## config.mk

```make
export PLATFORM = sky130hd
export DESIGN_NAME = mem_port_arbiter_flat
export DESIGN_NICKNAME = d
export VERILOG_FILES = /design/src/rtl/mem_port_arbiter_if.sv /design/src/rtl/mem_port_arbiter.sv /design/src/flat_wrapper.sv
export SDC_FILE = /design/constraint.sdc
export NUM_CORES = 1
export LEC_CHECK = 0
export CAP_MARGIN = 20
export CORE_MARGIN = 1.5
export CORE_UTILIZATION = 31
export CTS_CLUSTER_SIZE = 8
export DETAILED_ROUTE_END_ITERATION = 7
export GPL_TIMING_DRIVEN = 0
export PLACE_DENSITY = 0.84
export SLEW_MARGIN = 20
export SYNTH_ARGS = -nofsm -noshare
export SYNTH_HDL_FRONTEND = slang
export SYNTH_SLANG_ARGS = --single-unit
```

## constraint.sdc

```tcl
create_clock -name i_clk -period 1.4 [get_ports i_clk]
set_input_delay 0.21 -clock i_clk [delete_from_list [all_inputs] [get_ports i_clk]]
set_output_delay 0.21 -clock i_clk [all_outputs]
set_load 0.01 [all_outputs]
```

## src/rtl/mem_port_arbiter_if.sv

```systemverilog
// Bus bundle between the core's fetch/data requesters, the arbiter and the
// unified memory. slave = arbiter view, master = core/memory view.
interface mem_port_arbiter_if #(
  parameter int ADDR_W = 32,
  parameter int DATA_W = 32
);
  logic                  if_req;
  logic [ADDR_W-1:0]     if_addr;
  logic                  if_ack;
  logic [DATA_W-1:0]     if_rdata;

  logic                  d_req;
  logic                  d_we;
  logic [ADDR_W-1:0]     d_addr;
  logic [DATA_W-1:0]     d_wdata;
  logic [DATA_W/8-1:0]   d_be;
  logic                  d_ack;
  logic [DATA_W-1:0]     d_rdata;

  logic                  mem_en;
  logic                  mem_we;
  logic [ADDR_W-1:0]     mem_addr;
  logic [DATA_W-1:0]     mem_wdata;
  logic [DATA_W/8-1:0]   mem_be;
  logic [DATA_W-1:0]     mem_rdata;

  logic                  busy;

  modport slave (
    input  if_req, if_addr, d_req, d_we, d_addr, d_wdata, d_be, mem_rdata,
    output if_ack, if_rdata, d_ack, d_rdata,
           mem_en, mem_we, mem_addr, mem_wdata, mem_be, busy
  );

  modport master (
    output if_req, if_addr, d_req, d_we, d_addr, d_wdata, d_be, mem_rdata,
    input  if_ack, if_rdata, d_ack, d_rdata,
           mem_en, mem_we, mem_addr, mem_wdata, mem_be, busy
  );
endinterface

```

## src/rtl/mem_port_arbiter.sv

```systemverilog
// Single-port memory arbiter for instruction fetch and load/store, data
// priority with a bounded data streak so fetch cannot starve.
//
// state | meaning
// IDLE  | sample requests, grant and latch the winning access
// ISSUE | one-cycle mem_en strobe from the latched access
// WAIT  | MEM_LATENCY-1 cycles waiting for mem_rdata (skipped when latency is 1)
// RESP  | one-cycle ack to the owner, rdata forwarded from memory
module mem_port_arbiter #(
  parameter int ADDR_W       = 32,
  parameter int DATA_W       = 32,
  parameter int MEM_LATENCY  = 1,
  parameter int MAX_D_STREAK = 4
) (
  input logic               i_clk,
  input logic               i_reset,
  mem_port_arbiter_if.slave bus
);

  localparam int BE_W     = DATA_W / 8;
  localparam int WAIT_CYC = MEM_LATENCY - 1;
  localparam int CW       = (WAIT_CYC > 1) ? $clog2(WAIT_CYC) : 1;
  localparam int SW       = $clog2(MAX_D_STREAK + 1);
  localparam logic [CW-1:0] WAIT_LOAD  = CW'((WAIT_CYC > 0) ? WAIT_CYC - 1 : 0);
  localparam logic [SW-1:0] STREAK_MAX = SW'(MAX_D_STREAK);

  typedef enum logic [1:0] {IDLE, ISSUE, WAIT, RESP} state_t;

  state_t            r_state;
  state_t            w_state_nxt;
  logic [SW-1:0]     r_streak;
  logic [CW-1:0]     r_wait_cnt;
  logic              r_owner_d;
  logic [ADDR_W-1:0] r_addr;
  logic              r_we;
  logic [DATA_W-1:0] r_wdata;
  logic [BE_W-1:0]   r_be;

  logic              w_grant_d;
  logic              w_grant_i;
  logic              w_resp;
  logic              w_if_ack;
  logic              w_d_ack;

  always_comb begin
    w_state_nxt = r_state;
    w_grant_d   = 1'b0;
    w_grant_i   = 1'b0;
    case (r_state)
      IDLE: begin
        if (bus.d_req && !(bus.if_req && (r_streak == STREAK_MAX))) begin
          w_grant_d   = 1'b1;
          w_state_nxt = ISSUE;
        end else if (bus.if_req) begin
          w_grant_i   = 1'b1;
          w_state_nxt = ISSUE;
        end
      end
      ISSUE: begin
        if (WAIT_CYC == 0) w_state_nxt = RESP;
        else               w_state_nxt = WAIT;
      end
      WAIT: begin
        if (r_wait_cnt == '0) w_state_nxt = RESP;
      end
      RESP:    w_state_nxt = IDLE;
      default: w_state_nxt = IDLE;
    endcase
  end

  always_ff @(posedge i_clk) begin
    if (i_reset) begin
      r_state    <= IDLE;
      r_streak   <= '0;
      r_wait_cnt <= '0;
      r_owner_d  <= 1'b0;
      r_addr     <= '0;
      r_we       <= 1'b0;
      r_wdata    <= '0;
      r_be       <= '0;
    end else begin
      r_state <= w_state_nxt;

      if (w_grant_d) begin
        r_owner_d <= 1'b1;
        r_addr    <= bus.d_addr;
        r_we      <= bus.d_we;
        r_wdata   <= bus.d_wdata;
        r_be      <= bus.d_we ? bus.d_be : '1;
        // streak only counts data wins that actually held off a pending fetch
        if (!bus.if_req)                 r_streak <= '0;
        else if (r_streak != STREAK_MAX) r_streak <= r_streak + 1'b1;
      end else if (w_grant_i) begin
        r_owner_d <= 1'b0;
        r_addr    <= bus.if_addr;
        r_we      <= 1'b0;
        r_wdata   <= '0;
        r_be      <= '1;
        r_streak  <= '0;
      end

      if (r_state == ISSUE)
        r_wait_cnt <= WAIT_LOAD;
      else if ((r_state == WAIT) && (r_wait_cnt != '0))
        r_wait_cnt <= r_wait_cnt - 1'b1;
    end
  end

  assign w_resp   = (r_state == RESP);
  assign w_if_ack = w_resp && !r_owner_d;
  assign w_d_ack  = w_resp && r_owner_d;

  assign bus.if_ack    = w_if_ack;
  assign bus.d_ack     = w_d_ack;
  assign bus.if_rdata  = w_if_ack ? bus.mem_rdata : '0;
  assign bus.d_rdata   = (w_d_ack && !r_we) ? bus.mem_rdata : '0;
  assign bus.mem_en    = (r_state == ISSUE);
  assign bus.mem_we    = (r_state == ISSUE) && r_we;
  assign bus.mem_addr  = r_addr;
  assign bus.mem_wdata = r_wdata;
  assign bus.mem_be    = r_be;
  assign bus.busy      = (r_state != IDLE);

endmodule

```

## src/flat_wrapper.sv

```systemverilog
// flat-port wrapper written by rule: the top's interface ports become plain ports
module mem_port_arbiter_flat 
#(
  parameter int ADDR_W       = 32,
  parameter int DATA_W       = 32,
  parameter int MEM_LATENCY  = 1,
  parameter int MAX_D_STREAK = 4
)
  (i_clk, i_reset, bus_if_req, bus_if_addr, bus_d_req, bus_d_we, bus_d_addr, bus_d_wdata, bus_d_be, bus_mem_rdata, bus_if_ack, bus_if_rdata, bus_d_ack, bus_d_rdata, bus_mem_en, bus_mem_we, bus_mem_addr, bus_mem_wdata, bus_mem_be, bus_busy);
  mem_port_arbiter_if #(.ADDR_W(ADDR_W), .DATA_W(DATA_W)) bus_i ();
  input logic i_clk;
  input logic i_reset;
  input wire logic [$bits(bus_i.if_req)-1:0] bus_if_req;
  input wire logic [$bits(bus_i.if_addr)-1:0] bus_if_addr;
  input wire logic [$bits(bus_i.d_req)-1:0] bus_d_req;
  input wire logic [$bits(bus_i.d_we)-1:0] bus_d_we;
  input wire logic [$bits(bus_i.d_addr)-1:0] bus_d_addr;
  input wire logic [$bits(bus_i.d_wdata)-1:0] bus_d_wdata;
  input wire logic [$bits(bus_i.d_be)-1:0] bus_d_be;
  input wire logic [$bits(bus_i.mem_rdata)-1:0] bus_mem_rdata;
  output wire logic [$bits(bus_i.if_ack)-1:0] bus_if_ack;
  output wire logic [$bits(bus_i.if_rdata)-1:0] bus_if_rdata;
  output wire logic [$bits(bus_i.d_ack)-1:0] bus_d_ack;
  output wire logic [$bits(bus_i.d_rdata)-1:0] bus_d_rdata;
  output wire logic [$bits(bus_i.mem_en)-1:0] bus_mem_en;
  output wire logic [$bits(bus_i.mem_we)-1:0] bus_mem_we;
  output wire logic [$bits(bus_i.mem_addr)-1:0] bus_mem_addr;
  output wire logic [$bits(bus_i.mem_wdata)-1:0] bus_mem_wdata;
  output wire logic [$bits(bus_i.mem_be)-1:0] bus_mem_be;
  output wire logic [$bits(bus_i.busy)-1:0] bus_busy;
  assign bus_i.if_req = bus_if_req;
  assign bus_i.if_addr = bus_if_addr;
  assign bus_i.d_req = bus_d_req;
  assign bus_i.d_we = bus_d_we;
  assign bus_i.d_addr = bus_d_addr;
  assign bus_i.d_wdata = bus_d_wdata;
  assign bus_i.d_be = bus_d_be;
  assign bus_i.mem_rdata = bus_mem_rdata;
  assign bus_if_ack = bus_i.if_ack;
  assign bus_if_rdata = bus_i.if_rdata;
  assign bus_d_ack = bus_i.d_ack;
  assign bus_d_rdata = bus_i.d_rdata;
  assign bus_mem_en = bus_i.mem_en;
  assign bus_mem_we = bus_i.mem_we;
  assign bus_mem_addr = bus_i.mem_addr;
  assign bus_mem_wdata = bus_i.mem_wdata;
  assign bus_mem_be = bus_i.mem_be;
  assign bus_busy = bus_i.busy;
  mem_port_arbiter #(.ADDR_W(ADDR_W), .DATA_W(DATA_W), .MEM_LATENCY(MEM_LATENCY), .MAX_D_STREAK(MAX_D_STREAK)) u_core (.i_clk(i_clk), .i_reset(i_reset), .bus(bus_i));
endmodule
```

==> flow_summary.toml <==
[run_status]
outcome = "finished, violations left"
violations = "negative setup slack"

[synthesis]
yosys_warnings = 0
seq_area_frac_synth = 0.396
yosys_register_bits = 76
syn_inst = 392
synth.avg_cell_area_sq_um = 9.79
yosysUniqueCellTypes = 42
synth_fp_nets = 535
synth_area_sq_um = 3840
synth_edf_count = 0
synth_flop_cell = "dfxtp_1"
ys_async_sr_fraction = 0

[detailed_routing]
ant_nets = 0
first_pass_iters = 4
drc = 0
wl_per_cell_um = 18.2
vias = 4450
drtIter0Drc = 188
via_per_inst = 4.94
finalWirelength_um = 16400

[timing]
holdWs_ns = 0.200
finalSetupViolations = 143
fin_worst_skew_ns = 0.0117
tightest_slew_ns = 0.455
timing.fmax_mhz = 536
finalWorstSetupSlack_ns = -0.465
period_minus_slack_ns = 1.87
rsz0062_at_grt = "yes"
slew_headroom = 0.697
period_share = 1.33
final_max_slew_viol_count = 0
hold_viol = 0

[grt]
antenna_found_initial = 0
grtUsageMet1 = 0.256
grt.overflow.total = 0
use_met3 = 0.0572
grt_max_degree = 16
busiest_layer = "met2"
first_global_vias = 4543
met2_usage = 0.464
grt_pass1_wl_um = 24400
groute.usage.overall = 0.239

[setup_path]
crit_fanout = 7
critPathMaxStageDelay_ns = 0.33
cp_cell_sequence = "ha_4 > and2_4 > and2b_4 > buf_6 > buf_8 > and2_4 > buf_6"
required_ns = 1.19
start_kind = "flip-flop"
worst-setup-path-type = "flip-flop to output pin"
cp.arrival_ns = 1.66
endpoint_kind = "output pin"
slowest_stage = "dfxtp_2"

[power]
p_total_mw = 7.34
p_comb_frac = 0.306
power_density_nw_per_um2 = 926
peakVddDrop_v = 0.000505
p_int_mw = 5.30
pwr-share-seq = 0.339
p_sw_frac = 0.278
p_leak_nw = 3.67
clkPwrFrac = 0.355
switchingPower_mw = 2.04

[clocking]
cts.clk_slew.worst_paths_ns = 0.06
cts-root-buf = "clkbuf_16"
insertion_delay_ns = 0.34
clk_path_buf_depth = 2
ctsHtreeMaxLevel = 3
cts_buffers = 9
tritoncts = "yes"
hold_buffers = 0
clock-sinks = 76

[cells_and_area]
design_area_sq_um = 7920
drive_above_1_share = 0.346
finish.net_count = 870
area_growth_pct = 106
n_antenna_cell = 0
final_util = 0.657
nFillCells = 945

[placement]
dp_hpwl_um = 11400
numPortBuffers = 272
dpl_worst_slack_ns = -0.816
gp_congestion = 0.757
placed_cell_area_sq_um = 6820

[hold_path]
hold_path.class = "input port to flip-flop"

[flow_run]
maxCapViolations = 0

[die]
io_pins = 274
fp.dieW_um = 114
coreArea_sq_um = 12100
start_util = 0.318
design.die.area_sq_um = 13100
die_h_um = 114
rows = 40
## worst max-delay path, delay by kind of cell, from the launching register on
family,cells,cell delay (ns)
flops,1,0.33
fa+ha+maj,1,0.16
buf+inv,3,0.36
simple gates,3,0.47
## metrics by stage
step | setup TNS (ns) | instances
4_1_cts | -36.04 | 893
2_1_floorplan | -0.275 | 392
6_report | -34.32 | 900
3_3_place_gp | -62.07 | 832
5_1_grt | -42.15 | 900
3_5_place_dp | -68.87 | 832
## synthesized netlist by cell type (3+ instances only)
cell type	number	area share
dfxtp_1	76	0.40
and2_1	66	0.11
a22o_1	63	0.14
nand2_1	35	0.034
o2bb2ai_1	31	0.071
o21ai_0	21	0.027
o21ai_1	11	0.014
buf_6	9	0.026
clkbuf_1	9	0.0088
buf_2	7	0.0091
buf_4	7	0.014
inv_1	7	0.0068
buf_8	6	0.023
ha_1	6	0.020
o221a_2	4	0.012
a21oi_1	3	0.0039
nand3_1	3	0.0039
## placed cells by master (no fill, tap or decap), types with 2 or more instances in the layout
master / count
clkbuf_8: 4
o2bb2ai_1: 31
ha_4: 4
nor2_8: 2
and2_4: 46
bufbuf_16: 3
nand2_1: 35
clkbuf_1: 3
buf_12: 6
a21o_1: 2
nor2b_4: 2
inv_2: 2
o221a_2: 4
o21ai_1: 11
a21oi_2: 3
inv_6: 4
ha_1: 2
nor2_1: 2
inv_4: 2
and2_1: 20
buf_6: 81
buf_8: 9
dfxtp_2: 4
dfxtp_1: 72
clkbuf_16: 10
o21ai_0: 20
bufinv_16: 2
dlygate4sd2_1: 68
buf_2: 25
a22o_1: 63
clkdlybuf4s50_1: 135
inv_1: 3
buf_4: 26
nand3_1: 3
## registers in the layout, indices dropped and copies added (netlist names)
signal                count
u_core.r_streak           3
u_core.r_wait_cnt         1
u_core.bus.mem_be         4
u_core.r_state            2
u_core.bus.mem_addr      32
u_core.r_we               1
u_core.bus.mem_wdata     32
u_core.r_owner_d          1
## worst paths after layout
check / cells after the start / from / slack (ns) / to
max: 7 / u_core.r_state[0]$_SDFFE_PP0P_ / -0.47 / bus_d_rdata[7]
min: 2 / bus_if_req / 0.20 / u_core.r_streak[0]$_SDFFE_PP0P_
max reg2reg: 8 / u_core.r_state[0]$_SDFFE_PP0P_ / -0.28 / u_core.bus.mem_addr[30]$_SDFFE_PP0P_
min reg2reg: 1 / u_core.bus.mem_wdata[0]$_SDFFE_PP0P_ / 0.47 / u_core.bus.mem_wdata[0]$_SDFFE_PP0P_
## layer usage
| layer | part of all wire | vias to the layer above | wire [um] |
|---|---|---|---|
| met5 | 0 | - | 0 |
| met4 | 0.013 | 0 | 218 |
| met1 | 0.39 | 2142 | 6420 |
| met3 | 0.064 | 19 | 1050 |
| li1 | - | 2104 | - |
| met2 | 0.53 | 185 | 8710 |
## power groups by stage
stage	Sequential (mW)	Clock, mW	Combinational (mW)
4_1_cts	2.48	2.64	2.13
3_3_place_gp	2.52	0	1.86
2_1_floorplan	2.61	0	0.737
6_report	2.49	2.60	2.24
3_5_place_dp	2.53	0	1.92
5_1_grt	2.51	2.76	2.38
## area by class of cell
class,instances,area (sq um),area share
plain buffers,34,378,0.0477
clock buffers,9,225,0.0284
clock inverters,7,104,0.0131
inverters,7,31.3,0.00395
multi-input cells,271,2180,0.275
flip-flops and latches,76,1530,0.193
well taps,168,210,0.0265
repair buffers,328,3270,0.413
## what timing repair did
item	CTS	global route
pin swaps	46	17
buffers inserted	33	11
resized for setup	430	88
cloned	13	3
setup endpoints to repair	208	144
## kinds of logic (layout without fill, tap and decap cells)
group / count (synthesis) / in the layout / share of synthesized area
flip-flops: 76 / 76 / 0.396
AO/OA/AOI/OAI: 144 / 144 / 0.301
AND/OR/NAND/NOR: 120 / 121 / 0.189
buffers and inverters: 46 / 385 / 0.0935
adder cells (fa/ha/maj): 6 / 6 / 0.0196
Note: power is estimated with default switching activity, not from simulation.
